--- src/rtl/serial_subtractor.sv ---
// serial_subtractor: bit-serial a - b - bor_in, LSB first, one bit per clock with start/done handshake.
module serial_subtractor #(
   parameter int WIDTH = 4
) (
   input  logic             clk,
   input  logic             rst,
   input  logic             start,
   input  logic [WIDTH-1:0] a_in,
   input  logic [WIDTH-1:0] b_in,
   input  logic             bor_in,
   output logic [WIDTH-1:0] diff,
   output logic             borrow,
   output logic             busy,
   output logic             done
);
   localparam int CW = (WIDTH > 2) ? $clog2(WIDTH) : 1;
   typedef enum logic [1:0] {IDLE, SHIFT, DONE} state_t;
   state_t           state_q, state_d;
   logic [WIDTH-1:0] a_q, a_d, b_q, b_d, r_q, r_d, diff_q, diff_d;
   logic [CW-1:0]    cnt_q, cnt_d;
   logic             br_q, br_d, borrow_q, borrow_d, busy_q, busy_d, done_q, done_d;
   logic             bit_a, bit_b, bit_d, last;
   assign bit_a  = a_q[0];
   assign bit_b  = b_q[0];
   assign bit_d  = bit_a ^ bit_b ^ br_q;
   assign last   = cnt_q == CW'(WIDTH - 1);
   assign diff   = diff_q;
   assign borrow = borrow_q;
   assign busy   = busy_q;
   assign done   = done_q;
   always_comb begin
      state_d  = state_q;
      a_d      = a_q;
      b_d      = b_q;
      br_d     = br_q;
      r_d      = r_q;
      cnt_d    = cnt_q;
      diff_d   = diff_q;
      borrow_d = borrow_q;
      busy_d   = 1'b0;
      done_d   = 1'b0;
      case (state_q)
         IDLE: if (start) begin
            a_d     = a_in;
            b_d     = b_in;
            br_d    = bor_in;
            r_d     = '0;
            cnt_d   = '0;
            busy_d  = 1'b1;
            state_d = SHIFT;
         end
         SHIFT: begin
            a_d   = a_q >> 1;
            b_d   = b_q >> 1;
            br_d  = (~bit_a & bit_b) | (~(bit_a ^ bit_b) & br_q);
            r_d   = {bit_d, r_q[WIDTH-1:1]};
            cnt_d = cnt_q + CW'(1);
            // outputs are published only once the final bit is folded in
            if (last) begin
               diff_d   = r_d;
               borrow_d = br_d;
               done_d   = 1'b1;
               state_d  = DONE;
            end else begin
               busy_d = 1'b1;
            end
         end
         DONE:    state_d = IDLE;
         default: state_d = IDLE;
      endcase
   end
   always_ff @(posedge clk or posedge rst) begin
      if (rst) begin
         state_q  <= IDLE;
         a_q      <= '0;
         b_q      <= '0;
         br_q     <= 1'b0;
         r_q      <= '0;
         cnt_q    <= '0;
         diff_q   <= '0;
         borrow_q <= 1'b0;
         busy_q   <= 1'b0;
         done_q   <= 1'b0;
      end else begin
         state_q  <= state_d;
         a_q      <= a_d;
         b_q      <= b_d;
         br_q     <= br_d;
         r_q      <= r_d;
         cnt_q    <= cnt_d;
         diff_q   <= diff_d;
         borrow_q <= borrow_d;
         busy_q   <= busy_d;
         done_q   <= done_d;
      end
   end
endmodule

--- config.mk ---
export PLATFORM = sky130hd
export DESIGN_NAME = serial_subtractor
export DESIGN_NICKNAME = d
export VERILOG_FILES = /design/src/rtl/serial_subtractor.sv
export SDC_FILE = /design/constraint.sdc
export NUM_CORES = 1
export LEC_CHECK = 0
export BUFFER_PORTS_ARGS = -buffer_cell sky130_fd_sc_hd__buf_4
export CORE_ASPECT_RATIO = 0.9
export CORE_UTILIZATION = 48
export CTS_BUF_LIST = sky130_fd_sc_hd__clkbuf_16
export DETAILED_ROUTE_END_ITERATION = 10
export GPL_ROUTABILITY_DRIVEN = 0
export MAX_ROUTING_LAYER = met4
export PLACE_DENSITY = 0.82
export SLEW_MARGIN = 30
export SYNTH_ARGS = -nofsm -noshare
export SYNTH_HDL_FRONTEND = slang
export SYNTH_SLANG_ARGS = --single-unit
--- constraint.sdc ---
create_clock -name clk -period 1.25 [get_ports clk]
set_input_delay 0.1875 -clock clk [delete_from_list [all_inputs] [get_ports clk]]
set_output_delay 0.1875 -clock clk [all_outputs]
set_load 0.05 [all_outputs]
* Word level (Yosys, flattened, before mapping)
Cells that the tools add are included.
** Word-level totals
- Logic and storage cells :: 45
- Register bits after elaboration :: 24
- Output and inout port bits :: 7
** Operators by class
- Reduce and logical (&&, ||, !) cells :: 5
- Add/subtract/negate cells :: 1
- Bitwise gates (word level) :: 7
- Equal/unequal tests :: 4
- Mux-type cells :: 18
** Operators with widths (count)
- 4-bit case mux with 2 select lines :: 3
- 4-bit 2-to-1 mux :: 3
- 2-bit case mux with 2 select lines :: 2
- 2-bit 2-to-1 mux :: 3
- 2-bit AND reduction :: 3
- 1-bit 2-to-1 mux :: 5
- 2-bit != test (second input constant) :: 2
- 1-bit case mux with 2 select lines :: 2
- 2-bit by 1-bit adder with 2-bit output (second input constant) :: 1
- 1-bit AND :: 2
- 2-bit by 1-bit == test with 1-bit output (second input constant) :: 1
- 2-bit == test (second input constant) :: 1
- 2-bit logical NOT :: 1
- 1-bit inverter :: 2
- 2-bit nonzero test :: 1
- 1-bit XOR :: 2
- 1-bit OR :: 1

* Longest topological paths before layout
Gate-level depths: netlist (run 1).
- Word-level depth :: 5
- Gate-level depth with buffers :: 4

* Least setup slack after synthesis (run 1)
Ideal clock, no wire load.
- Path kind :: register to register
- Start point :: register a_q[0]
- End point :: register diff_q[3] (netlist: diff[3])
- Required time :: 1.122 ns
- Cell stages (with the launch flop) :: 3
- Arrival :: 1.131 ns
- Setup slack :: -0.008 ns
- Library setup time :: 0.128 ns
- Path through :: dfrtp_1 -> fa_1 -> mux2_1
** On the way
- Cells in the longest elaborated chain, start to end :: 2
** RTL lines
- from (decl) :: RTL line 19 : logic [WIDTH-1:0] a_q, a_d, b_q, b_d, r_q, r_d, diff_q, diff_d;
- from (signal assigned) :: RTL line 75 : a_q <= '0;
- from (signal assigned) :: RTL line 86 : a_q <= a_d;
- 1-bit XOR (2 in series) :: RTL line 25 : assign bit_d = bit_a ^ bit_b ^ br_q;
- named net bit_d :: RTL line 22 : logic bit_a, bit_b, bit_d, last;
- to (signal assigned) :: RTL line 91 : diff_q <= diff_d;
- to (decl) :: RTL line 19
The timed path passes the listed nets, and every way through them passes these cells.
A chain may end at the register's enable or synchronous reset.

* Worst setup path after layout (run 1)
- Start point :: register br_q
- End point :: register diff_q[3] (netlist: diff[3])
** On the way
- Cells in the longest elaborated chain, start to end :: 1
** RTL lines
- from (decl) :: RTL line 21 : logic br_q, br_d, borrow_q, borrow_d, busy_q, busy_d, done_q, done_d;
- from (signal assigned) :: RTL line 88 : br_q <= br_d;
- 1-bit XOR :: RTL line 25
- named net bit_d :: RTL line 22
The timed path passes the listed nets, and every way through them passes these cells.

==> qor.csv, run 1 <==
metric,value,unit
status,"finished, violations left",
synth unique cells,26,
leak pwr,0.675,nW
top post-synthesis cells by area,"dfrtp_1 53%, a211oi_2 5.8%, inv_1 4.5%",
"setup slack, reg-to-reg",-0.05,ns
met1 WL,939,um
crit path from,br_q$_DFFE_PP0P_,
CTS tree,built,
Mapped Area,1080,um^2
violated checks,setup timing,
Pwr Density,2860,nW/um^2
n_diodes,0,
cells after synthesis,83,
DR DRC count,0,
global-route wire length before repair,3300,um
max_slew headroom,77.3,%
number of I/O pins,19,
drt initial violations,11,
Die H,47.0,um
Worst-path clk slew,0.06,ns
# setup viols final,1,
HP Start,a_in[3],
met3 wire len,85,um
Routed WL per cell,15.5,um
DR top layer,met4,
Die ar.,2450,um^2
skew final,0.00612,ns
YS warnings,0,
max_cap viols,0,
Peak VDD IR,1.61,mV
Sink Count,23,
initial antenna violation count,0,
Detailed Place HPWL,1380,um
Synth area leader,dfrtp_1,
DRT Pass-1 Iters,4,
Starting Density,53.8,%
met2 wire len,1040,um
syn nets,97,
"Max FO, Critical Path",2,
row cnt,15,
Worst R2R Start,br_q$_DFFE_PP0P_,
Yosys top cell area share,53.2,%
core footprint,2010,um^2
Hold Slack,0.210,ns
syn avg cell area,13.0,um^2
H-tree Lvls,1,
area grow syn2layout,30.4,%
post-synthesis sequential area ratio,53.2,%
largest net degree at the start of global routing,24,
overflow left after global routing,0,
clock buffer count from CTS,3,
Final Max Tran Viols,0,
Routed Antenna Nets,0,
clock tree buffer depth,2,
R2R Path End,diff[3]$_DFFE_PP0P_,
vias in the first global route,667,
worst reg2reg path depth,3,
final net count,124,
Synth Register Bits,23,
worst path required time,1.39,ns
f_max,769,MHz
startpoint types,flip-flop,
Tcrit/Tclk final,104,%
CTS root buffer,clkbuf_16,
Setup crit end,diff[3]$_DFFE_PP0P_,
RSZ-0062 raised after global routing,true,
worst slew pin tran,0.335,ns
Critical Path AT,1.44,ns
Power Total,4.04,mW
Via density,5.47,
detailed-route via count,733,
post-layout worst setup margin,-0.0510,ns
IO Port Bufs,18,
final hold violations,0,
Setup Crit Path Kind,flip-flop to flip-flop,
crit end category,flip-flop,
DIE WIDTH,52.0,um
worst hold path type,primary input to flip-flop,
share of post-route cells with drive strength above 1,44.0,%
min Tclk post-route,1.30,ns
final cell utilization of the core,70.2,%
setup TNS,-0.0510,ns
Total Routed Length,2080,um
GRT Overall Usage,20.5,%
"Clk Latency, worst-skew pair",0.26,ns
how the worst min path moves through the flow:
stage | end | slack, ns | cells after the start
2_1_floorplan | a_q[0]$_DFFE_PP0P_ | 0.19 | 1
3_3_place_gp | done$_DFF_PP0_ | 0.24 | 3
3_5_place_dp | r_q[3]$_DFFE_PP0P_ | 0.27 | 3
4_1_cts | b_q[3]$_DFFE_PP0P_ | 0.21 | 3
5_1_grt | a_q[3]$_DFFE_PP0P_ | 0.21 | 2
6_report | a_q[3]$_DFFE_PP0P_ | 0.21 | 2
synth_stat cells (all sizes together):
| master | number |
|---|---|
| dfrtp | 23 |
| inv | 13 |
| a211oi | 5 |
| buf | 5 |
| mux2 | 5 |
| nor3b | 5 |
| nor4b | 5 |
| a22o | 4 |
| a21oi | 2 |
| a222oi | 2 |
| nand2 | 2 |
| nor2 | 2 |
| nor2b | 2 |
| a32o | 1 |
| fa | 1 |
| ha | 1 |
| mux2i | 1 |
| nand3b | 1 |
| o21bai | 1 |
| o311ai | 1 |
| or3b | 1 |
through the flow:
| stage | cell area [um^2] | instances | setup slack [ns] |
|---|---|---|---|
| final | 1410 | 134 | -0.0510 |
| after floorplan | 1080 | 83 | 0.0133 |
| after detailed placement | 1280 | 127 | -0.0772 |
| after CTS | 1390 | 133 | -0.0545 |
| after global routing | 1410 | 134 | -0.0708 |
| after global placement | 1280 | 127 | 0.00881 |
area by class of cell:
class	instances	area (um^2)
inverters	13	48.8
repair buffers	27	243
clock buffers	3	75.1
clock inverters	1	5.00
well taps	25	31.3
fillers	140	598
flip-flops and latches	23	578
multi-input cells	42	429
cells by family (layout without fill, tap and decap cells):
group / count (synthesis) / after routing / share of synthesized area [%]
compound gates: 16 / 16 / 15.3
buf+inv: 18 / 44 / 8.22
flops: 23 / 23 / 53.2
simple gates: 18 / 18 / 14.1
mux: 6 / 6 / 6.13
fa+ha+maj: 2 / 2 / 3.01
where the power goes:
group / internal, mW / switching (mW)
sequential: 1.09 / 0.219
clock: 0.430 / 0.261
combinational: 0.956 / 1.08
total: 2.48 / 1.56
registers in the layout, summed over array words and instances, names as in the netlist:
| signal | count |
|---|---|
| borrow | 1 |
| br_q | 1 |
| busy | 1 |
| r_q | 3 |
| a_q | 4 |
| b_q | 4 |
| state_q | 2 |
| cnt_q | 2 |
| done | 1 |
| diff | 4 |
cell usage in the layout (no fill, tap or decap), types with 2 or more instances in the layout:
master	netlist	layout
a21oi_1	2	2
nand2_1	2	2
a222oi_1	2	2
inv_2	0	2
nor4b_2	2	3
clkbuf_16	0	3
nor2_1	2	2
a211oi_2	5	5
buf_4	1	23
dfrtp_1	23	21
nor3b_1	5	5
buf_12	0	3
nor4b_1	3	2
mux2_1	4	3
inv_1	13	11
dfrtp_2	0	2
a22o_1	4	4
layer usage:
metal,global-route usage [%],vias to the layer above
met5,-,-
met4,7.57,0
met3,6.15,2
met2,32.1,15
met1,25.4,370
li1,-,346
critical path, cell delays in order (launching register included):
cell and delay, ns:
dfrtp_1 0.34, inv_2 0.05, fa_1 0.51, mux2_4 0.29
repair_timing:
item | in CTS | in global routing
gates resized for setup | 3 | 3
endpoints found under the setup margin | 3 | 13
hold buffers | 1 | 0
pin swaps | 1 | 3
buffers inserted | 1 | 1
hold endpoints to repair | 16 | 0
(Power assumes the default switching activity.)
==> run 2, diff against run 1 <==
--- a/config.mk
+++ b/config.mk
@@ -5,6 +5,8 @@
 export SDC_FILE = /design/constraint.sdc
 export NUM_CORES = 1
 export LEC_CHECK = 0
+export ABC_AREA = 1
+export ABC_CLOCK_PERIOD_IN_PS = 1250
 export BUFFER_PORTS_ARGS = -buffer_cell sky130_fd_sc_hd__buf_4
 export CORE_ASPECT_RATIO = 0.9
 export CORE_UTILIZATION = 48
@@ -13,6 +15,7 @@
 export GPL_ROUTABILITY_DRIVEN = 0
 export MAX_ROUTING_LAYER = met4
 export PLACE_DENSITY = 0.82
+export SETUP_SLACK_MARGIN = 0.5
 export SLEW_MARGIN = 30
 export SYNTH_ARGS = -nofsm -noshare
 export SYNTH_HDL_FRONTEND = slang
==> qor.csv, run 2 <==
metric,value,unit
CTS root buffer,clkbuf_16,
Peak VDD IR,2.07,mV
largest net degree at the start of global routing,24,
syn nets,137,
CTS tree,built,
row cnt,16,
Sink Count,23,
Comb pwr share,58.9,%
share of post-route cells with drive strength above 1,49.4,%
RSZ-0062 raised after global routing,true,
area grow syn2layout,50.6,%
ys async rst share,100,%
Reg power frac,27.3,%
violated checks,hold timing,
n_diodes,0,
min Tclk post-route,1.18,ns
worst path required time,1.39,ns
"EDFF count, synth",0,
Internal,2.81,mW
clock buffer count from CTS,3,
clock tree buffer depth,2,
Total Routed Length,2890,um
vias in the first global route,951,
final hold violations,23,
Routed Antenna Nets,0,
core footprint,2160,um^2
status,"finished, violations left",
detailed-route via count,958,
Synth Register Bits,23,
Critical Path AT,1.32,ns
startpoint types,flip-flop,
H-tree Lvls,1,
"commonest non-fill, non-tap cell in the layout",nand2_1,
number of I/O pins,19,
final cell utilization of the core,76.8,%
post-synthesis sequential area ratio,52.2,%
syn avg cell area,8.96,um^2
Setup Crit Path Kind,flip-flop to flip-flop,
crit end category,flip-flop,
"Top FF cell, synth",dfrtp_1,
Routed WL per cell,15.6,um
cells after synthesis,123,
Starting Density,51.0,%
f_max,846,MHz
Synth area leader,dfrtp_1,
setup TNS,0,ns
post-layout worst setup margin,0.0677,ns
IO Port Bufs,18,
Mapped Area,1100,um^2
worst hold path type,primary input to asynchronous set/reset pin,
drt initial violations,25,
"Max FO, Critical Path",2,
worst slew pin tran,0.294,ns
Die H,47.5,um
Final Max Tran Viols,0,
Pwr Density,3050,nW/um^2
initial antenna violation count,0,
DR DRC count,0,
GRT Overall Usage,29.3,%
YS warnings,0,
Via density,5.18,
Tcrit/Tclk final,94.6,%
max_cap viols,0,
max_slew headroom,80.4,%
overflow left after global routing,0,
switching pwr,2.25,mW
Worst-path clk slew,0.06,ns
"setup slack, reg-to-reg",0.07,ns
worst reg2reg path depth,4,
final net count,173,
global-route wire length before repair,4750,um
DIE WIDTH,52.5,um
top post-synthesis cells by area,"dfrtp_1 52%, nand2_1 14%, inv_1 7.2%",
most frequent cell after synthesis,nand2_1,
DRT Pass-1 Iters,4,
DP Worst Slack,0.0902,ns
# setup viols final,0,
Clk pwr share,13.9,%
most frequent cells in the layout,"34 x nand2_1, 20 x buf_4, 18 x inv_1",
skew final,0.00251,ns
Die ar.,2490,um^2
synth cell count leaders,"40 x nand2_1, 23 x dfrtp_1, 21 x inv_1",
Detailed Place HPWL,1460,um
"Clk Latency, worst-skew pair",0.26,ns
leak pwr,0.851,nW
synth unique cells,19,
Yosys top cell area share,52.2,%
Hold Slack,-0.0164,ns
Switching Fraction,44.4,%
==> run 2: cell types whose count changed after synthesis, moves of 3 or more <==
cell | previous run | this run
inv_1 | 13 | 21
o21ai_2 | 0 | 3
a211oi_2 | 5 | 0
nor3b_1 | 5 | 0
o21ai_1 | 0 | 4
nand2_1 | 2 | 40
a22o_1 | 4 | 0
nor4b_1 | 3 | 0
mux2_1 | 4 | 0
o21ai_0 | 0 | 3
nand3_2 | 0 | 7
nand3_1 | 0 | 7
==> run 2: cells by family (layout without fill, tap and decap cells) <==
kind of cell | count (synthesis) | count (layout) | synth area share, %
compound gates | 13 | 13 | 7.26
flops | 23 | 23 | 52.2
fa+ha+maj | 2 | 2 | 2.95
buf+inv | 27 | 60 | 11.0
simple gates | 58 | 60 | 26.6
==> run 2: per-stage QoR <==
step,power (mW),std cells,cell area [um^2],hold slack (ns)
2_1_floorplan,3.01,123,1160,0.189
3_3_place_gp,3.43,169,1340,0.245
3_5_place_dp,3.52,169,1340,0.254
4_1_cts,4.92,185,1660,-0.0121
5_1_grt,5.39,185,1660,0.00177
6_report,5.06,185,1660,-0.0164
==> run 2: path summary, 6_finish.rpt <==
path	startpoint	endpoint
max	b_q[0]$_DFFE_PP0P_	diff[3]$_DFFE_PP0P_
min reg2reg	b_q[1]$_DFFE_PP0P_	b_q[1]$_DFFE_PP0P_
max in group asynchronous	rst	diff[3]$_DFFE_PP0P_
min in group clk	b_in[3]	b_q[3]$_DFFE_PP0P_
max reg2reg	b_q[0]$_DFFE_PP0P_	diff[3]$_DFFE_PP0P_
min	rst	b_q[2]$_DFFE_PP0P_
==> run 2: critical path: stages (launching register included) <==
cell and delay (ns):
dfrtp_1 0.40, inv_2 0.07, fa_2 0.44, nand2_1 0.09
nand2_1 0.07
==> run 2: per-layer routing <==
metal / up-vias / wire length, um / global-route usage, %
li1: 448 / - / -
met2: 30 / 1570 / 47.6
met4: 0 / 71 / 13.7
met3: 8 / 72 / 3.81
met1: 472 / 1180 / 37.1
met5: - / 0 / -
==> run 2: power groups by stage <==
stage / registers (mW) / clock network, mW / logic [mW]
after floorplan: 1.61 / 0 / 1.40
after global placement: 1.31 / 0 / 2.13
after detailed placement: 1.33 / 0 / 2.19
after CTS: 1.36 / 0.698 / 2.87
after global routing: 1.41 / 0.748 / 3.23
final: 1.38 / 0.702 / 2.98
==> run 2: timing repair <==
action / CTS / global route
buffers inserted: 9 / 0
cloned: 3 / 0
setup endpoints to repair: 30 / 30
pin swaps: 4 / 0
resized for setup: 29 / 1
hold endpoints to repair: 23 / 0
==> run 2: area by class of cell <==
cell class / count / area (um^2)
Inverter: 23 / 91.3
Fill cell: 119 / 502
Sequential cell: 23 / 584
Timing Repair Buffer: 33 / 330
Clock inverter: 1 / 5.00
Clock buffer: 3 / 75.1
Tap cell: 27 / 33.8
Multi-Input combinational cell: 75 / 541
==> run 3, diff against run 2 <==
--- a/config.mk
+++ b/config.mk
@@ -7,14 +7,14 @@
 export LEC_CHECK = 0
 export ABC_AREA = 1
 export ABC_CLOCK_PERIOD_IN_PS = 1250
-export BUFFER_PORTS_ARGS = -buffer_cell sky130_fd_sc_hd__buf_4
 export CORE_ASPECT_RATIO = 0.9
-export CORE_UTILIZATION = 48
+export CORE_UTILIZATION = 50
 export CTS_BUF_LIST = sky130_fd_sc_hd__clkbuf_16
 export DETAILED_ROUTE_END_ITERATION = 10
+export DONT_BUFFER_PORTS = 1
 export GPL_ROUTABILITY_DRIVEN = 0
 export MAX_ROUTING_LAYER = met4
-export PLACE_DENSITY = 0.82
+export PLACE_DENSITY = 0.77
 export SETUP_SLACK_MARGIN = 0.5
 export SLEW_MARGIN = 30
 export SYNTH_ARGS = -nofsm -noshare
==> qor.csv, run 3 (synthesis gave the netlist of run 2 again) <==
metric,value,unit
final hold violations,0,
Routed Antenna Nets,0,
worst reg2reg path depth,5,
Peak VDD IR,1.90,mV
Final Max Tran Viols,0,
"Clk Latency, worst-skew pair",0.25,ns
# setup viols final,0,
startpoint types,flip-flop,
min Tclk post-route,1.19,ns
Worst-path clk slew,0.06,ns
Die ar.,2400,um^2
setup TNS,0,ns
most frequent cells in the layout,"21 x nand2_1, 17 x inv_1, 15 x dfrtp_1",
worst hold path type,primary input to flip-flop,
CP max-delay cell,dfrtp_1,
n_diodes,0,
clock buffer count from CTS,3,
"Max FO, Critical Path",7,
DR DRC count,0,
worst path required time,1.44,ns
CTS tree,built,
H-tree Lvls,1,
Total Routed Length,3240,um
DP Worst Slack,0.106,ns
Detailed Place HPWL,1310,um
RSZ-0062 raised after global routing,true,
max_cap viols,0,
drt initial violations,39,
crit end category,flip-flop,
Starting Density,55.4,%
Hold Path Cell Cnt,2,
vias in the first global route,788,
Reg power frac,32.9,%
Pwr Density,3270,nW/um^2
detailed-route via count,932,
global-route wire length before repair,3350,um
Sink Count,23,
core footprint,1990,um^2
Finished Layout Cells,169,
share of post-route cells with drive strength above 1,56.3,%
placed cell count,150,
clock tree buffer depth,2,
"commonest non-fill, non-tap cell in the layout",nand2_1,
leak pwr,0.815,nW
IO Port Bufs,0,
switching pwr,2.46,mW
overflow left after global routing,0,
Internal,2.86,mW
post-layout worst setup margin,0.0553,ns
f_max,837,MHz
Critical Path AT,1.39,ns
Comb pwr share,54.1,%
CTS root buffer,clkbuf_16,
Via density,5.51,
skew final,0.00391,ns
status,"finished, final reports clean",
Clk pwr share,12.9,%
largest net degree at the start of global routing,24,
fin area,1630,um^2
worst slew pin tran,0.305,ns
GRT Overall Usage,19.8,%
final net count,159,
DRT Pass-1 Iters,4,
number of I/O pins,19,
CP cell instances,"buf_12, o21ai_4, clkbuf_16, nand2_2, nand2_1",
area grow syn2layout,47.6,%
Placed Area,1230,um^2
Tcrit/Tclk final,95.6,%
Setup Crit Path Kind,flip-flop to flip-flop,
Power Total,5.32,mW
initial antenna violation count,0,
Routed WL per cell,19.1,um
row cnt,15,
max_slew headroom,79.6,%
Die H,46.5,um
Switching Fraction,46.3,%
DIE WIDTH,51.5,um
Critical Path Max Stage Delay,0.43,ns
run 3: cell types whose count changed in the layout (fill, tap and decap cells not counted), moves of 4 or more:
| cell | delta |
|---|---|
| buf_4 | -10 |
| o21ai_1 | -4 |
| buf_6 | -7 |
| nand2_1 | -13 |
| o21ai_2 | +5 |
| nand2_4 | +4 |
| nand2_2 | +8 |
run 3: cell type report:
cell class,count,area [um^2]
multi-input combinational,75,604
sequential,23,586
timing repair buffer,19,231
clock buffer,3,75.1
clock inverter,1,5.00
inverter,23,93.8
tap,25,31.3
fill,107,363
run 3: path summary, 6_finish.rpt:
| kind | from | slack (ns) | end |
|---|---|---|---|
| min | b_in[3] | 0.06 | b_q[3]$_DFFE_PP0P_ |
| max in group asynchronous | rst | 0.58 | busy$_DFF_PP0_ |
| min reg2reg | b_q[1]$_DFFE_PP0P_ | 0.51 | b_q[1]$_DFFE_PP0P_ |
| max | state_q[0]$_DFFE_PP0P_ | 0.06 | a_q[1]$_DFFE_PP0P_ |
| min in group asynchronous | rst | 0.42 | a_q[0]$_DFFE_PP0P_ |
| max reg2reg | state_q[0]$_DFFE_PP0P_ | 0.06 | a_q[1]$_DFFE_PP0P_ |
run 3: what timing repair did:
item / CTS / global route
endpoints found under the setup margin: 30 / 30
gates resized for setup: 9 / 34
hold buffers: 1 / 0
pin swaps: 2 / 13
cloned: 1 / 3
setup buffers: 4 / 6
endpoints found under the hold margin: 23 / 0
run 3: per-stage QoR:
stage                     util (%)  hold WS [ns]
final                         81.8        0.0637
after global routing          81.8        0.0745
after CTS                     70.3        0.0568
after detailed placement      61.6         0.139
after global placement        61.6         0.134
after floorplan                  -         0.189
run 3: power by group through the flow:
stage               clock (mW)  combinational [mW]  sequential [mW]
floorplan                    0                1.40             1.61
global placement             0                1.70             1.64
detailed placement           0                1.75             1.66
CTS                      0.685                2.03             1.64
global route             0.723                3.05             1.77
finish                   0.688                2.88             1.75
run 3: layer usage:
layer	GRT usage, %	vias up	wire, um	share of wire (%)
met5	-	-	0	0
met4	8.65	0	51	1.6
met3	3.63	8	175	5.4
met2	33.0	37	1670	52
met1	23.7	466	1330	41
li1	-	421	-	-
run 3: worst max-delay path, delay by kind of cell (launching register included):
family / cells / cell delay (ns)
buffers and inverters: 2 / 0.38
AO/OA/AOI/OAI: 1 / 0.21
flip-flops: 1 / 0.43
AND/OR/NAND/NOR: 2 / 0.11
